[config.mk]
export PLATFORM = sky130hd
export DESIGN_NAME = ascon_word_fifo_flat
export DESIGN_NICKNAME = d
export VERILOG_FILES = /design/src/rtl/ascon_word_fifo_if.sv /design/src/rtl/ascon_word_fifo.sv /design/src/flat_wrapper.sv
export SDC_FILE = /design/constraint.sdc
export NUM_CORES = 1
export LEC_CHECK = 0
export CAP_MARGIN = 10
export CORE_ASPECT_RATIO = 0.8
export CORE_UTILIZATION = 58
export CTS_CLUSTER_SIZE = 25
export DETAILED_ROUTE_END_ITERATION = 8
export PLACE_DENSITY_LB_ADDON = 0.08
export SLEW_MARGIN = 20
export SYNTH_ARGS = -nofsm -noshare
export SYNTH_HDL_FRONTEND = slang
export SYNTH_SLANG_ARGS = --single-unit
[constraint.sdc]
create_clock -name clk -period 3.1 [get_ports clk]
set_input_delay 0.62 -clock clk [delete_from_list [all_inputs] [get_ports clk]]
set_output_delay 0.62 -clock clk [all_outputs]
set_load 0.01 [all_outputs]
[src/rtl/ascon_word_fifo_if.sv]
// Bus interface for ascon_word_fifo: write half-words, flush/pop control,
// show-ahead head entry and status flags.
// ASCON_WORD_FIFO_LEVEL_EN adds the level_o occupancy signal.
interface ascon_word_fifo_if #(
    parameter int unsigned DEPTH = 4
);
    logic        wr_en_i;
    logic [31:0] wr_data_i;
    logic        flush_i;
    logic        pop_i;
    logic [63:0] data_o;
    logic        empty_o;
    logic        full_o;
    logic        half_o;
    logic        overflow_o;
    logic        underflow_o;
`ifdef ASCON_WORD_FIFO_LEVEL_EN
    localparam int unsigned AW = $clog2(DEPTH);
    logic [AW:0] level_o;

    modport master (
        output wr_en_i, wr_data_i, flush_i, pop_i,
        input  data_o, empty_o, full_o, half_o, overflow_o, underflow_o, level_o
    );
    modport slave (
        input  wr_en_i, wr_data_i, flush_i, pop_i,
        output data_o, empty_o, full_o, half_o, overflow_o, underflow_o, level_o
    );
`else
    modport master (
        output wr_en_i, wr_data_i, flush_i, pop_i,
        input  data_o, empty_o, full_o, half_o, overflow_o, underflow_o
    );
    modport slave (
        input  wr_en_i, wr_data_i, flush_i, pop_i,
        output data_o, empty_o, full_o, half_o, overflow_o, underflow_o
    );
`endif
endinterface

[src/rtl/ascon_word_fifo.sv]
// ascon_word_fifo: packs pairs of 32-bit writes into 64-bit blocks
// (first half-word in bits 63:32) and stores them in a show-ahead FIFO
// feeding the Ascon core's AD/PT FIFO ports.
// Optional ASCON_WORD_FIFO_LEVEL_EN exposes the entry count on level_o.
module ascon_word_fifo #(
    parameter int unsigned DEPTH = 4
) (
    input logic                 clk,
    input logic                 rst_n,
    ascon_word_fifo_if.slave    bus
);
    localparam int unsigned AW = $clog2(DEPTH);

    logic [63:0]   mem_q [DEPTH];
    logic [AW-1:0] rd_ptr_q, rd_ptr_d;
    logic [AW-1:0] wr_ptr_q, wr_ptr_d;
    logic [AW:0]   count_q, count_d;
    logic [31:0]   hold_q, hold_d;
    logic          half_q, half_d;
    logic          ovf_q, ovf_d;
    logic          unf_q, unf_d;

    logic empty, full, complete, pop_ok, wr_ok;

    assign empty = (count_q == '0);
    assign full  = (count_q == (AW+1)'(DEPTH));

    // Next-state: packing, acceptance of completed entries and pops, sticky flags
    always_comb begin
        rd_ptr_d = rd_ptr_q;
        wr_ptr_d = wr_ptr_q;
        count_d  = count_q;
        hold_d   = hold_q;
        half_d   = half_q;
        ovf_d    = ovf_q;
        unf_d    = unf_q;
        complete = bus.wr_en_i && half_q;
        pop_ok   = bus.pop_i && !empty;
        // A pop in the same cycle frees a slot, so a full FIFO still accepts.
        wr_ok    = complete && (!full || pop_ok);

        if (bus.flush_i) begin
            rd_ptr_d = '0;
            wr_ptr_d = '0;
            count_d  = '0;
            hold_d   = '0;
            half_d   = 1'b0;
            ovf_d    = 1'b0;
            unf_d    = 1'b0;
            wr_ok    = 1'b0;
        end else begin
            if (bus.wr_en_i) begin
                half_d = !half_q;
                if (!half_q) begin
                    hold_d = bus.wr_data_i;
                end
            end
            if (complete && !wr_ok) begin
                ovf_d = 1'b1;
            end
            if (bus.pop_i && empty) begin
                unf_d = 1'b1;
            end
            if (wr_ok) begin
                wr_ptr_d = wr_ptr_q + AW'(1);
            end
            if (pop_ok) begin
                rd_ptr_d = rd_ptr_q + AW'(1);
            end
            count_d = count_q + (AW+1)'(wr_ok) - (AW+1)'(pop_ok);
        end
    end

    // State register and entry storage
    always_ff @(posedge clk or negedge rst_n) begin
        if (!rst_n) begin
            rd_ptr_q <= '0;
            wr_ptr_q <= '0;
            count_q  <= '0;
            hold_q   <= '0;
            half_q   <= 1'b0;
            ovf_q    <= 1'b0;
            unf_q    <= 1'b0;
            for (int unsigned i = 0; i < DEPTH; i++) begin
                mem_q[i] <= '0;
            end
        end else begin
            rd_ptr_q <= rd_ptr_d;
            wr_ptr_q <= wr_ptr_d;
            count_q  <= count_d;
            hold_q   <= hold_d;
            half_q   <= half_d;
            ovf_q    <= ovf_d;
            unf_q    <= unf_d;
            if (wr_ok) begin
                mem_q[wr_ptr_q] <= {hold_q, bus.wr_data_i};
            end
        end
    end

    assign bus.data_o      = mem_q[rd_ptr_q];
    assign bus.empty_o     = empty;
    assign bus.full_o      = full;
    assign bus.half_o      = half_q;
    assign bus.overflow_o  = ovf_q;
    assign bus.underflow_o = unf_q;
`ifdef ASCON_WORD_FIFO_LEVEL_EN
    assign bus.level_o     = count_q;
`endif

endmodule

[src/flat_wrapper.sv]
// flat-port wrapper written by rule: the top's interface ports become plain ports
module ascon_word_fifo_flat 
#(
    parameter int unsigned DEPTH = 4
)
  (clk, rst_n, bus_wr_en_i, bus_wr_data_i, bus_flush_i, bus_pop_i, bus_data_o, bus_empty_o, bus_full_o, bus_half_o, bus_overflow_o, bus_underflow_o);
  ascon_word_fifo_if #(.DEPTH(DEPTH)) bus_i ();
  input logic clk;
  input logic rst_n;
  input wire logic [$bits(bus_i.wr_en_i)-1:0] bus_wr_en_i;
  input wire logic [$bits(bus_i.wr_data_i)-1:0] bus_wr_data_i;
  input wire logic [$bits(bus_i.flush_i)-1:0] bus_flush_i;
  input wire logic [$bits(bus_i.pop_i)-1:0] bus_pop_i;
  output wire logic [$bits(bus_i.data_o)-1:0] bus_data_o;
  output wire logic [$bits(bus_i.empty_o)-1:0] bus_empty_o;
  output wire logic [$bits(bus_i.full_o)-1:0] bus_full_o;
  output wire logic [$bits(bus_i.half_o)-1:0] bus_half_o;
  output wire logic [$bits(bus_i.overflow_o)-1:0] bus_overflow_o;
  output wire logic [$bits(bus_i.underflow_o)-1:0] bus_underflow_o;
  assign bus_i.wr_en_i = bus_wr_en_i;
  assign bus_i.wr_data_i = bus_wr_data_i;
  assign bus_i.flush_i = bus_flush_i;
  assign bus_i.pop_i = bus_pop_i;
  assign bus_data_o = bus_i.data_o;
  assign bus_empty_o = bus_i.empty_o;
  assign bus_full_o = bus_i.full_o;
  assign bus_half_o = bus_i.half_o;
  assign bus_overflow_o = bus_i.overflow_o;
  assign bus_underflow_o = bus_i.underflow_o;
  ascon_word_fifo #(.DEPTH(DEPTH)) u_core (.clk(clk), .rst_n(rst_n), .bus(bus_i));
endmodule
## Yosys cells after proc, flatten, opt, wreduce, memory -nomap -nowiden

Index checks and enable logic that the tools add are counted.

| storage, ports and cells | value |
|---|---|
| register bits | 298 |
| input bits | 37 |
| output and inout port bits | 69 |

| cells by class | value |
|---|---|
| add/subtract/negate cells | 4 |
| order comparisons | 3 |
| eq/ne operators | 2 |
| multiplexer cells | 21 |
| bitwise operators | 2 |
| reductions and logical operators | 18 |

Operator list:

| kind | number |
|---|---|
| bitwise mux 256 bit | 1 |
| two-way mux 64 bit | 3 |
| binary-select mux 64 bit (select 2 bit) | 1 |
| demux 64 bit (select 2 bit) | 1 |
| two-way mux 32 bit | 3 |
| nonzero test 2 bit | 5 |
| two-way mux 2 bit | 4 |
| two-way mux 1 bit | 7 |
| greater-or-equal comparator 3 bit, second input constant | 2 |
| logical AND 1 bit | 6 |
| inverter 2 -> 3 bit | 2 |
| adder 2 x 1 -> 2 bit, second input constant | 2 |
| logical NOT 1 bit | 4 |
| adder 3 x 1 -> 3 bit | 1 |
| equality test 3 bit, second input constant | 1 |
| logical NOT 3 bit | 1 |
| < comparator 3 x 1 -> 1 bit, second input constant | 1 |
| two-way mux 3 bit | 1 |
| subtractor 3 x 1 -> 3 bit | 1 |
| != test 2 bit, second input constant | 1 |
| AND reduction 2 bit | 1 |
| logical OR 1 bit | 1 |

## Longest topological paths before layout

| logic depth | value |
|---|---|
| depth in word-level cells | 9 |
| depth in mapped cells | 10 |
| gate-level depth less buffers | 10 |

## Worst setup path after synthesis

Ideal clock, no wire load.

| path | value |
|---|---|
| path kind | flip-flop to flip-flop |
| start point | register u_core.count_q[1] |
| end point | register u_core.count_q[2] |
| setup time | 0.086 ns |
| data arrival time | 2.130 ns |
| required time | 3.014 ns |
| path slack | 0.883 ns |
| stages on the path, launching flop included | 11 |
| buffers on the path | 0 |
| clock period less this slack | 2.217 ns |
| cell sequence | dfrtp_1 > o31ai_1 > inv_1 > ha_1 > inv_1 > ha_1 > inv_1 > fa_1 > xor2_1 > and2_1 > nor3_1 |

| between the ends | value |
|---|---|
| word-level cells in the longest chain between the ends | 8 |

Ends and longest elaborated chain:

| element | line | RTL |
|---|---|---|
| start, declared | ascon_word_fifo.sv:17 | `logic [AW:0] count_q, count_d;` |
| start signal, assigned | ascon_word_fifo.sv:90 | `count_q <= count_d;` |
| logical NOT 3 bit | ascon_word_fifo.sv:25 | `assign empty = (count_q == '0);` |
| logical NOT 1 bit | ascon_word_fifo.sv:38 | `pop_ok = bus.pop_i && !empty;` |
| logical AND 1 bit | ascon_word_fifo.sv:38 |  |
| logical OR 1 bit | ascon_word_fifo.sv:40 | `wr_ok = complete && (!full \|\| pop_ok);` |
| logical AND 1 bit | ascon_word_fifo.sv:40 |  |
| adder 3 x 1 -> 3 bit | ascon_word_fifo.sv:70 | `count_d = count_q + (AW+1)'(wr_ok) - (AW+1)'(pop_ok);` |
| subtractor 3 x 1 -> 3 bit * | ascon_word_fifo.sv:70 |  |
| two-way mux 3 bit * | ascon_word_fifo.sv:42 | `if (bus.flush_i) begin` |
| via u_core.count_d[2] | ascon_word_fifo.sv:17 |  |

The timed path passes the listed nets; every way through them passes the cells marked *.
A chain may end at the register's enable or synchronous reset.

## Worst setup path in the final report

| path | value |
|---|---|
| start point | register u_core.rd_ptr_q[0] |
| end point | output bus_data_o[18] |

| between the ends | value |
|---|---|
| word-level cells in the longest chain between the ends | 4 |

Ends and longest elaborated chain:

| element | line | RTL |
|---|---|---|
| start, declared | ascon_word_fifo.sv:15 | `logic [AW-1:0] rd_ptr_q, rd_ptr_d;` |
| start signal, assigned | ascon_word_fifo.sv:88 | `rd_ptr_q <= rd_ptr_d;` |
| inverter 2 -> 3 bit (implied by the code) | ascon_word_fifo.sv:101 | `assign bus.data_o = mem_q[rd_ptr_q];` |
| binary-select mux 64 bit (select 2 bit) | ascon_word_fifo.sv:101 |  |
| two-way mux 64 bit (implied by the code) (2 in a row) | ascon_word_fifo.sv:101 |  |
| end, declared | flat_wrapper.sv:14 | `output wire logic [$bits(bus_i.data_o)-1:0] bus_data_o;` |

Every way passes these cells. The select of a mux whose other input is x is not followed.

==> results <==
- The share of final-layout standard cells stronger than drive strength 1 is 46.8%.
- For this run, design rule violations remaining after detail routing come to 0.
- The wire length of the first global-routing pass is 44,200 um.
- Post-CTS repair changed the size of 0 cells.
- The number of placed I/O pins is 106.
- The startpoint-to-endpoint class of the critical path is register to output pin.
- In the final timing run, aggregate negative setup slack is 0 ns.
- At the worst endpoint, the required time is 2.48 ns.
- The worst slew margin relative to its limit is 52.7%.
- In this run the static leakage power is 0.00714 uW.
- For this block, the initial DRC count from the detailed router was 356.
- The finished cells cover 0.0156 mm^2.
- The CTS tree is yes.
- The max-slew violation total from the final report is 0.
- The initial antenna violation count is 0.
- After the last flow step, the layout net total stands at 915.
- The run finished with clean final reports.
- The clock latency on the worst-skew pair is 0.55 ns.
- At the worst endpoint, the arrival time is 2.39 ns.
- The most frequent standard cell in the layout excluding fill and tap cells is sky130_fd_sc_hd__dfrtp_1.
- Once the floorplan was initialized, standard cells occupied 59.8% of the core.
- For this run, asynchronously set or reset flops after synthesis account for 100%.
- The worst register-to-register path begins at u_core.count_q[1]$_DFF_PN0_.
- In this run, CTS created clock tree buffers numbering 30.
- The top cell types in the final layout, fill and taps aside, are sky130_fd_sc_hd__dfrtp_1, sky130_fd_sc_hd__mux2_2, sky130_fd_sc_hd__clkdlybuf4s50_1.
- Compared with the post-synthesis result, the final layout area differs by 19.5%.
- Setup repair after global routing left no endpoint under its margin.
- The highest fanout seen on the critical path is 11.
- The die outline width is 170 um.
- The clock tree root buffer cell is sky130_fd_sc_hd__clkbuf_16.
- The remaining antenna violation count is 0.
- Entering global routing, the biggest net connects 94 pins.
- The via count of the first global-routing pass is 7,894.
- Across all hold checks on the routed design, the worst slack comes to 0.0816 ns.
- The launching instance or port of the critical path is u_core.rd_ptr_q[0]$_DFFE_PN0P_.
- The aggregate routed wire length is 27,000 um.
- Once detailed placement completed, the half-perimeter wirelength came to 16,600 um.
- For this run, the number of Yosys warnings is 0.
- The netlist uses 30 different library cells.
- The die covers 0.0231 mm^2.
- The worst setup path is captured at an output pin.
- In this run the power density over the cells is 782 mW/mm^2.
- Synthesis handed over a netlist of 750 instances.
- For the finished layout, the period the worst path requires is 3.01 ns.
- The die height is 136 um.
- Between clock sinks in the finished design, the worst skew comes to 0.00998 ns.
- Counting flops and latches in the post-synthesis netlist gives 298.
- The placement-stage cell area is 0.0143 mm^2.
- The count of buffers added on input and output ports is 105.
- After detailed routing, the number of vias per cell comes to 5.99.
- The tree built by TritonCTS fans out to 298 sinks.
- Synthesis produced a netlist with a net count of 794.
- The worst-case IR drop observed on VDD is 0.000663 V.
- The count of final hold-check violations is 0.
- At the end of routability-driven placement, the weighted congestion stood at 0.770.
- The mean post-synth cell area is 17.4 um^2.
- The path category of the worst min-delay check is primary input to async pin.
- In this run the cell area of the synthesized design comes to 0.0130 mm^2.
- Timing would allow up to 332 MHz.
- The setup violation total in the final timing report is 0.
- 0 antenna diodes ended up in the layout.
- The total core area is 0.0218 mm^2.
- The pin slew with the least headroom to its limit is 0.709 ns.
- The aggregate global routing overflow is 0.
- The register clock-pin slew on the reported worst setup and hold paths is 0.06 ns.
- The number of detailed-routing iterations run before antenna repair is 4.
- The most used flip-flop cell after synthesis is sky130_fd_sc_hd__dfrtp_1.
- For this run, the total global-route usage over all layers was measured as 24.9%.
- The worst path uses 97.1% of the clock period.
- Across all layers, the routed design uses 7,154 vias.
- Row generation in the floorplan step produced 48 rows.
- The synthesized design contains 0 enable-type register cells.
- In this run the number of H-tree levels came out at 1.
- The average routed wire per standard cell is 22.6 um.
- Max-cap violations in this run came to 0.
- Of the synthesized area, sequential elements account for 57.2%.
- The worst setup path is launched from a register.
- The clock passes through at most 3 buffers.
-- flip-flops by register name (all words and copies together) (netlist names) --
signal and cells:
u_core.hold_q 32, u_core.wr_ptr_q 2, u_core.bus.overflow_o 1, u_core.rd_ptr_q 2, u_core.bus.half_o 1, u_core.bus.underflow_o 1, u_core.count_q 3, u_core.mem_q 256
-- repair_timing --
item	in CTS	in global routing
pin swaps	0	0
hold buffers	0	0
endpoints found under the setup margin	52	13
buffers inserted	6	1
-- critical path, stage by stage, from the launching register on --
cell,delay [ns]
sky130_fd_sc_hd__dfrtp_4,0.48
sky130_fd_sc_hd__buf_12,0.14
sky130_fd_sc_hd__buf_12,0.15
sky130_fd_sc_hd__mux4_2,0.55
sky130_fd_sc_hd__clkdlybuf4s50_1,0.51
-- synthesized netlist by cell type, types with 3 or more instances --
| cell | n | area [um^2] |
|---|---|---|
| sky130_fd_sc_hd__dfrtp_1 | 298 | 7460 |
| sky130_fd_sc_hd__inv_1 | 7 | 26.3 |
| sky130_fd_sc_hd__ha_1 | 6 | 75.1 |
| sky130_fd_sc_hd__buf_6 | 4 | 45.0 |
| sky130_fd_sc_hd__mux4_2 | 64 | 1440 |
| sky130_fd_sc_hd__mux2_2 | 257 | 2890 |
| sky130_fd_sc_hd__a21oi_1 | 3 | 15.0 |
| sky130_fd_sc_hd__nor4b_1 | 4 | 35.0 |
| sky130_fd_sc_hd__a22o_1 | 32 | 280 |
| sky130_fd_sc_hd__buf_2 | 7 | 35.0 |
| sky130_fd_sc_hd__nor2_1 | 9 | 33.8 |
| sky130_fd_sc_hd__clkbuf_1 | 13 | 48.8 |
| sky130_fd_sc_hd__buf_12 | 24 | 480 |
-- final timing paths --
| path | to | slack, ns | depth (start not counted) |
|---|---|---|---|
| worst max register to register | u_core.count_q[2]$_DFF_PN0_ | 0.66 | 10 |
| max in group asynchronous | u_core.hold_q[14]$_DFFE_PN0P_ | 2.12 | 2 |
| worst max-delay path | bus_data_o[18] | 0.09 | 4 |
| min in group clk | u_core.mem_q[123]$_DFFE_PN0P_ | 0.50 | 1 |
| worst min-delay path | u_core.mem_q[31]$_DFFE_PN0P_ | 0.08 | 1 |
| worst min register to register | u_core.mem_q[123]$_DFFE_PN0P_ | 0.50 | 1 |
-- metal layers --
metal | share of wire, % | GRT usage, %
met1 | 45 | 36.0
met2 | 49 | 41.0
met3 | 4.1 | 3.29
met4 | 1.3 | 5.11
met5 | 0 | 0
-- cell families after synthesis --
logic type | Yosys count | share of synthesized area [%]
DFF | 298 | 57.2
muxes | 322 | 33.3
adders and majority gates | 7 | 0.729
buffers and inverters | 57 | 4.96
xor gates and xnor gates | 3 | 0.202
AOI/OAI and AO/OA | 38 | 2.41
and+or+nand+nor | 25 | 1.20
-- where the power goes --
part	internal (uW)	leakage (uW)	switching (uW)
clock network	2770	0.000585	1500
registers	4400	0.00404	341
logic	1950	0.00252	1240
total	9120	0.00714	3080
-- per-stage QoR --
| stage | setup slack [ns] | cells | utilization [%] | total power, uW |
|---|---|---|---|---|
| after global routing | 0.0151 | 1195 | 71.5 | 12700 |
| after CTS | 0.0165 | 1194 | 71.4 | 12300 |
| after detailed placement | 0.180 | 1132 | 65.6 | 7910 |
| after floorplan | 0.883 | 750 | - | 6410 |
| after global placement | 0.284 | 1132 | 65.6 | 7790 |
| final | 0.0888 | 1195 | 71.5 | 12200 |
-- area by class of cell --
type | count | area, um^2
clock inverters | 18 | 345
fillers | 1410 | 6210
well taps | 300 | 375
repair buffers | 139 | 1540
multi-input cells | 395 | 4980
flip-flops and latches | 298 | 7460
inverters | 7 | 26.3
clock buffers | 38 | 852
No activity file was read; power rests on OpenSTA's default activity.
